File: src/rtl/ram_ctrl.sv
// picorv32 native-bus controller for a 64 KiB RAM built from four byte-lane banks.
// Optional write protection of the window's low region is enabled by defining RAM_CTRL_WPROT_EN.
module ram_ctrl #(
    parameter logic [31:0] BASE_ADDR  = 32'h0000_0000,
    parameter logic [15:0] PROT_BYTES = 16'h1000
) (
    input  logic        clk,
    input  logic        resetn,
    input  logic        mem_valid,
    input  logic [31:0] mem_addr,
    input  logic [31:0] mem_wdata,
    input  logic [3:0]  mem_wstrb,
    output logic        mem_ready,
    output logic [31:0] mem_rdata,
    output logic [13:0] ram_ad,
    output logic [31:0] ram_di,
    output logic [3:0]  ram_we,
    output logic [3:0]  ram_ce,
    input  logic [31:0] ram_do,
    output logic        wprot_err
);

    typedef enum logic [1:0] {IDLE, ACCESS, RDATA, RESP} state_t;

    state_t      r_state;
    state_t      w_next;
    logic [13:0] r_ad;
    logic [31:0] r_di;
    logic [3:0]  r_we;
    logic [3:0]  r_ce;
    logic [31:0] r_rdata;
    logic        r_wr;
    logic        r_block;
    logic        w_sel;
    logic        w_start;
    logic        w_prot;
    logic        w_unused;

    assign w_sel   = (mem_addr[31:16] == BASE_ADDR[31:16]);
    // r_block masks the IDLE cycle right after RESP so a stale mem_valid is not reissued
    assign w_start = (r_state == IDLE) && mem_valid && w_sel && !mem_ready && !r_block;

`ifdef RAM_CTRL_WPROT_EN
    logic r_prot;

    assign w_prot    = (mem_wstrb != 4'h0) && (mem_addr[15:0] < PROT_BYTES);
    assign wprot_err = mem_ready & r_prot;
    assign w_unused  = ^mem_addr[1:0];

    always_ff @(posedge clk) begin
        if (!resetn) begin
            r_prot <= 1'b0;
        end else if (w_start) begin
            r_prot <= w_prot;
        end
    end
`else
    assign w_prot    = 1'b0;
    assign wprot_err = 1'b0;
    assign w_unused  = ^{mem_addr[1:0], PROT_BYTES};
`endif

    always_ff @(posedge clk) begin
        if (!resetn) begin
            r_state <= IDLE;
        end else begin
            r_state <= w_next;
        end
    end

    always_comb begin
        w_next = r_state;
        case (r_state)
            IDLE:    if (w_start) w_next = ACCESS;
            ACCESS:  w_next = r_wr ? RESP : RDATA;
            RDATA:   w_next = RESP;
            RESP:    w_next = IDLE;
            default: w_next = IDLE;
        endcase
    end

    always_ff @(posedge clk) begin
        if (!resetn) begin
            r_ad    <= 14'h0;
            r_di    <= 32'h0;
            r_we    <= 4'h0;
            r_ce    <= 4'h0;
            r_rdata <= 32'h0;
            r_wr    <= 1'b0;
            r_block <= 1'b0;
        end else begin
            r_ce    <= 4'h0;
            r_we    <= 4'h0;
            r_block <= (r_state == RESP);
            if (w_start) begin
                r_ad <= mem_addr[15:2];
                r_di <= mem_wdata;
                r_ce <= 4'hF;
                r_we <= w_prot ? 4'h0 : mem_wstrb;
                r_wr <= (mem_wstrb != 4'h0);
            end
            // banks present read data the cycle after enable, i.e. during RDATA
            if (r_state == RDATA) begin
                r_rdata <= ram_do;
            end
        end
    end

    assign mem_ready = (r_state == RESP);
    assign mem_rdata = r_rdata;
    assign ram_ad    = r_ad;
    assign ram_di    = r_di;
    assign ram_we    = r_we;
    assign ram_ce    = r_ce;

endmodule

File: config.mk
export PLATFORM = sky130hd
export DESIGN_NAME = ram_ctrl
export DESIGN_NICKNAME = d
export VERILOG_FILES = /design/src/rtl/ram_ctrl.sv
export SDC_FILE = /design/constraint.sdc
export NUM_CORES = 1
export LEC_CHECK = 0
export CAP_MARGIN = 25
export CORE_UTILIZATION = 34
export DETAILED_ROUTE_END_ITERATION = 12
export GPL_TIMING_DRIVEN = 0
export HOLD_SLACK_MARGIN = 0.06
export PLACE_DENSITY = 0.8
export SYNTH_ARGS = -nofsm -noshare
export SYNTH_HDL_FRONTEND = slang
export SYNTH_SLANG_ARGS = --single-unit
File: constraint.sdc
create_clock -name clk -period 1.8 [get_ports clk]
set_input_delay 0.36 -clock clk [delete_from_list [all_inputs] [get_ports clk]]
set_output_delay 0.36 -clock clk [all_outputs]
set_load 0.01 [all_outputs]
==> impl_metrics.xml, run 1 <==
<?xml version="1.0" encoding="UTF-8"?>
<metrics>
  <group name="outcome">
    <metric name="status" unit="">complete, but fails checks</metric>
    <metric name="failed_checks" unit="">setup timing</metric>
  </group>
  <group name="die">
    <metric name="initial_utilization" unit="%">35.66</metric>
    <metric name="std_cell_rows" unit="">35</metric>
    <metric name="area_enclosed_by_the_die_boundary" unit="µm²">10230</metric>
    <metric name="floorplan.die.height" unit="µm">101.1</metric>
    <metric name="chipWidth" unit="µm">101.1</metric>
    <metric name="standard_cell_core_area" unit="µm²">9371</metric>
    <metric name="io_pins" unit="">191</metric>
  </group>
  <group name="route">
    <metric name="drt-met1-wl" unit="mm">4.254</metric>
    <metric name="count_of_unresolved_drc_violations_after_routing" unit="">0</metric>
    <metric name="antenna_violating_nets_post_route" unit="">0</metric>
    <metric name="routed_wirelength" unit="mm">11.26</metric>
    <metric name="highest-signal-layer" unit="">met4</metric>
    <metric name="drt_iter0_drc" unit="">111</metric>
    <metric name="drt_pre_antenna_iters" unit="">4</metric>
    <metric name="detailroute.via_count" unit="">3550</metric>
    <metric name="vias_per_cell" unit="">5.000</metric>
    <metric name="drt-wirelength-per-cell" unit="µm">15.86</metric>
    <metric name="met2WireLength" unit="mm">5.874</metric>
    <metric name="wl_met3" unit="µm">915</metric>
  </group>
  <group name="power">
    <metric name="netSwitchingFraction" unit="%">22.27</metric>
    <metric name="p_sw" unit="mW">0.8068</metric>
    <metric name="maximum_resistive_drop_on_vdd" unit="mV">0.4866</metric>
    <metric name="finalPower" unit="mW">3.624</metric>
    <metric name="power_density" unit="nW/µm²">591.3</metric>
    <metric name="internal_power" unit="mW">2.817</metric>
    <metric name="comb_power_share" unit="%">8.3</metric>
    <metric name="seq_power_share" unit="%">53.0</metric>
    <metric name="power.static_leakage" unit="nW">2.093</metric>
    <metric name="p_clk_share" unit="%">38.7</metric>
  </group>
  <group name="cts">
    <metric name="holdBufCountCts" unit="">0</metric>
    <metric name="cts_buffers" unit="">9</metric>
    <metric name="clock_tree.htree_level_count" unit="">3</metric>
    <metric name="worst_skew_pair.late_latency" unit="ns">0.35</metric>
    <metric name="cts.root.buffer_cell" unit="">sky130_fd_sc_hd__clkbuf_8</metric>
    <metric name="clk_transition_reported_paths" unit="ns">0.09</metric>
    <metric name="tritoncts" unit="">done</metric>
    <metric name="clock_tree.buffer_depth" unit="">2</metric>
    <metric name="clock-sinks" unit="">87</metric>
  </group>
  <group name="placed_design">
    <metric name="final_weighted_congestion_in_routability_driven_placement" unit="">0.7782</metric>
    <metric name="post-dp-hpwl" unit="mm">7.967</metric>
    <metric name="port-buffer-count" unit="">187</metric>
  </group>
  <group name="logic_synthesis">
    <metric name="post_synth.cell_area_avg" unit="µm²">9.156</metric>
    <metric name="post_synth_instance_area" unit="µm²">3342</metric>
    <metric name="synth_sequential_area_ratio" unit="%">52.12</metric>
    <metric name="synth_most_common_cell" unit="">sky130_fd_sc_hd__dfxtp_1</metric>
    <metric name="synth-edff-count" unit="">0</metric>
    <metric name="synth_top_cells_by_area" unit="">sky130_fd_sc_hd__dfxtp_1 (52%), sky130_fd_sc_hd__mux2i_1 (9.6%), sky130_fd_sc_hd__nand3_1 (7.5%)</metric>
    <metric name="synthDominantCellAreaShare" unit="%">52.12</metric>
    <metric name="synthTopCellsByCount" unit="">sky130_fd_sc_hd__dfxtp_1 (87), sky130_fd_sc_hd__nand3_1 (50), sky130_fd_sc_hd__a21oi_1 (48)</metric>
    <metric name="post_synth_inst_count" unit="">365</metric>
    <metric name="post_synth_num_cell_types" unit="">29</metric>
    <metric name="syn-num-nets" unit="">473</metric>
    <metric name="synth-seq-cells" unit="">87</metric>
    <metric name="ys.warnings.count" unit="">0</metric>
    <metric name="async_flop_share" unit="%">0</metric>
    <metric name="synth_top_area_cell" unit="">sky130_fd_sc_hd__dfxtp_1</metric>
    <metric name="ys_dominant_reg_cell" unit="">sky130_fd_sc_hd__dfxtp_1</metric>
  </group>
  <group name="timing">
    <metric name="period_needed" unit="ns">1.871</metric>
    <metric name="finalHoldViolCount" unit="">0</metric>
    <metric name="final_worst_slack" unit="ns">-0.07108</metric>
    <metric name="min_period_over_period" unit="%">103.9</metric>
    <metric name="maxClockFrequency" unit="MHz">534.5</metric>
    <metric name="endpoints_failing_setup" unit="">32</metric>
    <metric name="worst_pin_slew" unit="ns">0.5574</metric>
    <metric name="slew_headroom" unit="%">62.84</metric>
    <metric name="drv_slew" unit="">0</metric>
    <metric name="rsz0062_at_grt" unit="">true</metric>
    <metric name="clock-skew-final" unit="ns">0.01135</metric>
  </group>
  <group name="setup_path">
    <metric name="timing.reg2reg.setup_slack" unit="ns">-0.07</metric>
    <metric name="crit_path_end_kind" unit="">register</metric>
    <metric name="timing.rr.end" unit="">r_state[0]</metric>
    <metric name="worst_r2r_startpoint" unit="">r_state[1]</metric>
    <metric name="cp_max_fo" unit="">5</metric>
    <metric name="critical_path_arrival" unit="ns">2.07</metric>
    <metric name="timing.critical_path.required" unit="ns">2.00</metric>
    <metric name="setup.worst_path.class" unit="">register to register</metric>
    <metric name="ff2ff_path_depth" unit="">8</metric>
    <metric name="setup.worst_path.end" unit="">r_state[0]</metric>
    <metric name="worstSetupStartpoint" unit="">r_state[1]</metric>
    <metric name="crit_path_start_kind" unit="">register</metric>
  </group>
  <group name="cells_and_area">
    <metric name="finalNetCount" unit="">684</metric>
    <metric name="multiInputGateArea" unit="µm²">1697</metric>
    <metric name="sequential_cell_area" unit="µm²">1750</metric>
    <metric name="area_delta_synth_final" unit="%">83.38</metric>
    <metric name="fillers" unit="">795</metric>
    <metric name="layout-drive-gt1-share" unit="%">22.03</metric>
    <metric name="post-route-util" unit="%">65.39</metric>
    <metric name="antenna_cells" unit="">0</metric>
  </group>
  <group name="hold_path">
    <metric name="worst_hold_path_type" unit="">register to register</metric>
  </group>
  <group name="global_route">
    <metric name="grt_util_all_layers" unit="%">21.44</metric>
    <metric name="grt_max_degree" unit="">16</metric>
    <metric name="grt_pass1_vias" unit="">3646</metric>
    <metric name="gr-total-overflow" unit="">0</metric>
    <metric name="antenna_found_initial" unit="">0</metric>
    <metric name="grt_pass1_wl" unit="mm">17.26</metric>
  </group>
  <group name="run">
    <metric name="cap_violations" unit="">0</metric>
  </group>
</metrics>
## kinds of logic (layout without fill, tap and decap cells)
| kind of cell | Yosys count | after routing | share of synthesized area, % |
|---|---|---|---|
| other cells | 1 | 1 | 0.1122 |
| simple gates | 98 | 98 | 14.98 |
| fa+ha+maj | 5 | 5 | 1.872 |
| flops | 87 | 87 | 52.12 |
| buf+inv | 41 | 257 | 5.616 |
| compound gates | 101 | 101 | 15.72 |
| mux | 32 | 32 | 9.585 |
## state kept, by name (all words and copies together), names as in the netlist
signal / cells
mem_rdata: 32
r_block: 1
r_state: 2
r_wr: 1
ram_ad: 14
ram_ce: 1
ram_di: 32
ram_we: 4
## layer usage
metal,vias to the layer above,GRT usage [%]
met1,1669,23.10
met2,157,39.30
li1,1703,-
met5,-,0
met4,0,7.135
met3,21,7.177
## power by group through the flow
stage               registers (mW)  logic, mW  clock network, mW
floorplan                     1.97     0.0402                  0
global placement              1.97      0.277                  0
detailed placement            1.97      0.280                  0
CTS                           1.92      0.296               1.44
global route                  1.92      0.320               1.52
finish                        1.92      0.302               1.40
## repair_timing
item | in CTS | in global routing
endpoints found under the hold margin | 0 | 0
gates resized for setup | 130 | 47
pin swaps | 20 | 31
cloned | 3 | 1
setup endpoints to repair | 85 | 57
buffers inserted | 7 | 6
## critical path: stages, from the launching register on
cell and delay [ns]:
sky130_fd_sc_hd__dfxtp_4 0.37, sky130_fd_sc_hd__inv_4 0.07, sky130_fd_sc_hd__ha_4 0.16, sky130_fd_sc_hd__nand2_4 0.06, sky130_fd_sc_hd__or4_4 0.54, sky130_fd_sc_hd__buf_8 0.17
sky130_fd_sc_hd__buf_6 0.13, sky130_fd_sc_hd__o21ai_2 0.12, sky130_fd_sc_hd__a311oi_1 0.10
## placed cells by master, fill, tap and decap left out, types with 4 or more instances in the layout
cell                                n
sky130_fd_sc_hd__buf_6             10
sky130_fd_sc_hd__clkbuf_8          11
sky130_fd_sc_hd__dfxtp_1           84
sky130_fd_sc_hd__buf_1              4
sky130_fd_sc_hd__o21ai_1            7
sky130_fd_sc_hd__nor4_4             4
sky130_fd_sc_hd__clkbuf_2           9
sky130_fd_sc_hd__and2_1             5
sky130_fd_sc_hd__clkbuf_1           5
sky130_fd_sc_hd__a21oi_1           38
sky130_fd_sc_hd__mux2i_1           32
sky130_fd_sc_hd__nor2_1            33
sky130_fd_sc_hd__a21oi_2           10
sky130_fd_sc_hd__buf_4             14
sky130_fd_sc_hd__o21ai_2           37
sky130_fd_sc_hd__nand3_1           49
sky130_fd_sc_hd__clkdlybuf4s50_1  180
## cell type report
type / count / share of cell area (%)
Tap cell: 129 / 2.634
Clock buffer: 10 / 2.246
Timing Repair Buffer: 202 / 33.05
Multi-Input combinational cell: 237 / 27.68
Buffer: 35 / 4.410
Sequential cell: 87 / 28.56
Inverter: 4 / 0.3267
Clock inverter: 6 / 1.082
## how the worst min path moves through the flow
stage                    start          to  slack, ns  depth (start not counted)
global route         ram_ad[1]   ram_ad[1]       0.48                          2
CTS                  ram_di[9]   ram_di[9]       0.47                          2
finish               ram_ad[1]   ram_ad[1]       0.47                          2
floorplan                 r_wr  r_state[0]       0.47                          2
detailed placement  ram_di[11]  ram_di[11]       0.46                          2
global placement    ram_di[11]  ram_di[11]       0.45                          2
## stage by stage
step,area [µm²],hold WS [ns],instances,setup TNS (ns),setup slack [ns]
2_1_floorplan,3342,0.4723,365,-3.329,-0.1196
3_3_place_gp,5375,0.4451,681,-37.83,-0.8086
3_5_place_dp,5375,0.4626,681,-38.99,-0.8057
4_1_cts,5961,0.4697,705,-1.081,-0.1187
5_1_grt,6128,0.4827,710,-3.294,-0.1163
6_report,6128,0.4655,710,-0.9541,-0.07108
(Power assumes the default switching activity.)
==> inputs of run 2 (changes only) <==
- CORE_UTILIZATION: 34 -> 35
- CTS_BUF_LIST: not set -> sky130_fd_sc_hd__clkbuf_8
- PLACE_DENSITY: 0.8 -> 0.82
- SLEW_MARGIN: not set -> 5
==> run 2 against run 1 <==
  * The run still ends with setup timing left
  * Register-to-register slack hardly changed
  * Largest cell class unchanged
  * Design area is 1.5% lower
  * Global-route usage is 0.75 points lower
  * Largest power group unchanged
  * Fmax is 2.4% lower
  * Routed wire length is 6.6% lower
  * Non-clock buffer count is 1 higher
  * Clock skew is 0.0054 ns higher
  * Via count is 0.70% lower
==> impl_metrics.xml, run 2 (synthesized netlist as in run 1, its figures left out) <==
<?xml version="1.0" encoding="UTF-8"?>
<metrics>
  <group name="outcome">
    <metric name="status" unit="">complete, but fails checks</metric>
    <metric name="failed_checks" unit="">setup timing</metric>
  </group>
  <group name="cts">
    <metric name="tritoncts" unit="">done</metric>
    <metric name="clock-sinks" unit="">87</metric>
    <metric name="clock_tree.buffer_depth" unit="">2</metric>
    <metric name="clock_tree.htree_level_count" unit="">3</metric>
    <metric name="cts_buffers" unit="">9</metric>
    <metric name="clk_transition_reported_paths" unit="ns">0.09</metric>
    <metric name="worst_skew_pair.late_latency" unit="ns">0.35</metric>
    <metric name="cts.root.buffer_cell" unit="">sky130_fd_sc_hd__clkbuf_8</metric>
  </group>
  <group name="power">
    <metric name="p_sw" unit="mW">0.8094</metric>
    <metric name="maximum_resistive_drop_on_vdd" unit="mV">0.4618</metric>
    <metric name="power_density" unit="nW/µm²">639.8</metric>
    <metric name="finalPower" unit="mW">3.861</metric>
    <metric name="seq_power_share" unit="%">49.7</metric>
    <metric name="internal_power" unit="mW">3.052</metric>
    <metric name="netSwitchingFraction" unit="%">20.96</metric>
    <metric name="power.static_leakage" unit="nW">2.083</metric>
    <metric name="p_clk_share" unit="%">42.6</metric>
    <metric name="comb_power_share" unit="%">7.7</metric>
  </group>
  <group name="route">
    <metric name="drt-wirelength-per-cell" unit="µm">14.79</metric>
    <metric name="antenna_violating_nets_post_route" unit="">0</metric>
    <metric name="vias_per_cell" unit="">4.958</metric>
    <metric name="drt_iter0_drc" unit="">132</metric>
    <metric name="detailroute.via_count" unit="">3525</metric>
    <metric name="drt_pre_antenna_iters" unit="">4</metric>
    <metric name="routed_wirelength" unit="mm">10.52</metric>
    <metric name="count_of_unresolved_drc_violations_after_routing" unit="">0</metric>
  </group>
  <group name="die">
    <metric name="floorplan.die.height" unit="µm">99.72</metric>
    <metric name="initial_utilization" unit="%">36.17</metric>
    <metric name="chipWidth" unit="µm">99.72</metric>
    <metric name="standard_cell_core_area" unit="µm²">9240</metric>
    <metric name="area_enclosed_by_the_die_boundary" unit="µm²">9943</metric>
    <metric name="io_pins" unit="">191</metric>
    <metric name="std_cell_rows" unit="">35</metric>
  </group>
  <group name="global_route">
    <metric name="antenna_found_initial" unit="">0</metric>
    <metric name="met2_usage" unit="%">37.61</metric>
    <metric name="grt_util_all_layers" unit="%">20.70</metric>
    <metric name="grt-busiest-layer" unit="">met2</metric>
    <metric name="grt_pass1_wl" unit="mm">16.28</metric>
    <metric name="grtUsageMet1" unit="%">22.40</metric>
    <metric name="grt_pass1_vias" unit="">3478</metric>
    <metric name="grt_max_degree" unit="">16</metric>
    <metric name="gr-total-overflow" unit="">0</metric>
    <metric name="globalRouteMet3Util" unit="%">6.535</metric>
  </group>
  <group name="setup_path">
    <metric name="worstSetupStartpoint" unit="">mem_addr[21]</metric>
    <metric name="timing.reg2reg.setup_slack" unit="ns">-0.08</metric>
    <metric name="worst_r2r_startpoint" unit="">r_state[1]</metric>
    <metric name="setup.worst_path.class" unit="">input pin to register</metric>
    <metric name="ff2ff_path_depth" unit="">9</metric>
    <metric name="timing.critical_path.required" unit="ns">2.02</metric>
    <metric name="cp_max_fo" unit="">6</metric>
    <metric name="crit_path_start_kind" unit="">input pin</metric>
    <metric name="setup.worst_path.end" unit="">ram_di[11]</metric>
    <metric name="critical_path_arrival" unit="ns">2.14</metric>
    <metric name="timing.rr.end" unit="">ram_di[11]</metric>
    <metric name="crit_path_end_kind" unit="">register</metric>
  </group>
  <group name="timing">
    <metric name="min_period_over_period" unit="%">106.6</metric>
    <metric name="rsz0062_at_grt" unit="">true</metric>
    <metric name="endpoints_failing_setup" unit="">23</metric>
    <metric name="maxClockFrequency" unit="MHz">521.4</metric>
    <metric name="finalHoldViolCount" unit="">0</metric>
    <metric name="clock-skew-final" unit="ns">0.01679</metric>
    <metric name="period_needed" unit="ns">1.918</metric>
    <metric name="fin_tns_setup" unit="ns">-1.507</metric>
    <metric name="drv_slew" unit="">0</metric>
    <metric name="final_worst_slack" unit="ns">-0.1180</metric>
  </group>
  <group name="cells_and_area">
    <metric name="layout-drive-gt1-share" unit="%">16.84</metric>
    <metric name="layout.cells.non_filler" unit="">711</metric>
    <metric name="mostFrequentLayoutCells" unit="">sky130_fd_sc_hd__clkdlybuf4s50_1 (182), sky130_fd_sc_hd__dfxtp_1 (84), sky130_fd_sc_hd__nand3_1 (49)</metric>
    <metric name="area_delta_synth_final" unit="%">80.57</metric>
    <metric name="fillers" unit="">750</metric>
    <metric name="mostFrequentLayoutCell" unit="">sky130_fd_sc_hd__clkdlybuf4s50_1</metric>
    <metric name="finalNetCount" unit="">685</metric>
    <metric name="post-route-util" unit="%">65.31</metric>
    <metric name="antenna_cells" unit="">0</metric>
  </group>
  <group name="placed_design">
    <metric name="final_weighted_congestion_in_routability_driven_placement" unit="">0.7552</metric>
    <metric name="port-buffer-count" unit="">187</metric>
    <metric name="placed_cells_incl_taps" unit="">681</metric>
    <metric name="post-dp-hpwl" unit="mm">7.605</metric>
  </group>
  <group name="hold_path">
    <metric name="worst_hold_path_type" unit="">register to register</metric>
  </group>
  <group name="run">
    <metric name="cap_violations" unit="">0</metric>
  </group>
</metrics>
-- run 2: cell types whose count changed in the layout (fill, tap and decap cells not counted), sizes merged --
cell	before	now
clkinv	2	1
buf	34	35
bufbuf	0	1
inv	7	5
clkinvlp	0	2
dlymetal6s2s	2	0
clkbuf	29	27
clkdlybuf4s50	180	182
bufinv	1	3
-- run 2: routing by layer --
layer	routed length (µm)	part of all wire [%]	up-vias
met3	837	8.0	15
met1	4203	40	1648
met4	144	1.4	0
met2	5332	51	159
met5	0	0	-
li1	-	-	1703
-- run 2: repair_timing --
item                                    in CTS  in global routing
resized for setup                           93                 33
gates cloned                                 3                  0
pin swaps                                   23                  8
endpoints found under the setup margin      85                 57
setup buffers                                5                  8
hold buffers                                 0                  0
-- run 2: critical path: stages --
cell	delay [ns]
sky130_fd_sc_hd__buf_6	0.09
sky130_fd_sc_hd__or4_4	0.52
sky130_fd_sc_hd__or4_4	0.56
sky130_fd_sc_hd__buf_8	0.16
sky130_fd_sc_hd__buf_12	0.12
sky130_fd_sc_hd__buf_16	0.13
sky130_fd_sc_hd__o21ai_4	0.12
sky130_fd_sc_hd__a21oi_2	0.07
-- run 2: how the worst min path moves through the flow --
stage	end	depth (start not counted)	from	slack, ns
after CTS	ram_di[14]	2	ram_di[14]	0.47
final	ram_di[15]	2	ram_di[15]	0.46
after floorplan	r_state[0]	2	r_wr	0.47
after detailed placement	ram_ad[5]	2	ram_ad[5]	0.47
after global placement	ram_di[11]	2	ram_di[11]	0.45
after global routing	ram_di[14]	2	ram_di[14]	0.49
-- run 2: layout make-up --
class / count / area (µm²) / area share [%]
Timing Repair Buffer: 203 / 2053 / 34.02
Sequential cell: 87 / 1750 / 29.01
Multi-Input combinational cell: 237 / 1568 / 25.98
Buffer: 35 / 239.0 / 3.960
Tap cell: 129 / 161.4 / 2.675
Clock buffer: 9 / 123.9 / 2.053
Clock inverter: 7 / 118.9 / 1.970
Inverter: 4 / 20.02 / 0.3317
-- run 2: power groups by stage --
stage | Combinational, mW | Sequential [mW] | Clock, mW
after floorplan | 0.0402 | 1.97 | 0
after global placement | 0.277 | 1.97 | 0
after detailed placement | 0.278 | 1.97 | 0
after CTS | 0.294 | 1.92 | 1.68
after global routing | 0.313 | 1.92 | 1.76
final | 0.296 | 1.92 | 1.65
-- run 2: through the flow --
step / hold slack [ns] / setup WS, ns / cell area, µm²
final: 0.4648 / -0.1180 / 6035
after global routing: 0.4868 / -0.1332 / 6035
after CTS: 0.4683 / -0.09700 / 5933
after detailed placement: 0.4679 / -0.8878 / 5375
after global placement: 0.4458 / -0.8268 / 5375
after floorplan: 0.4723 / -0.1196 / 3342
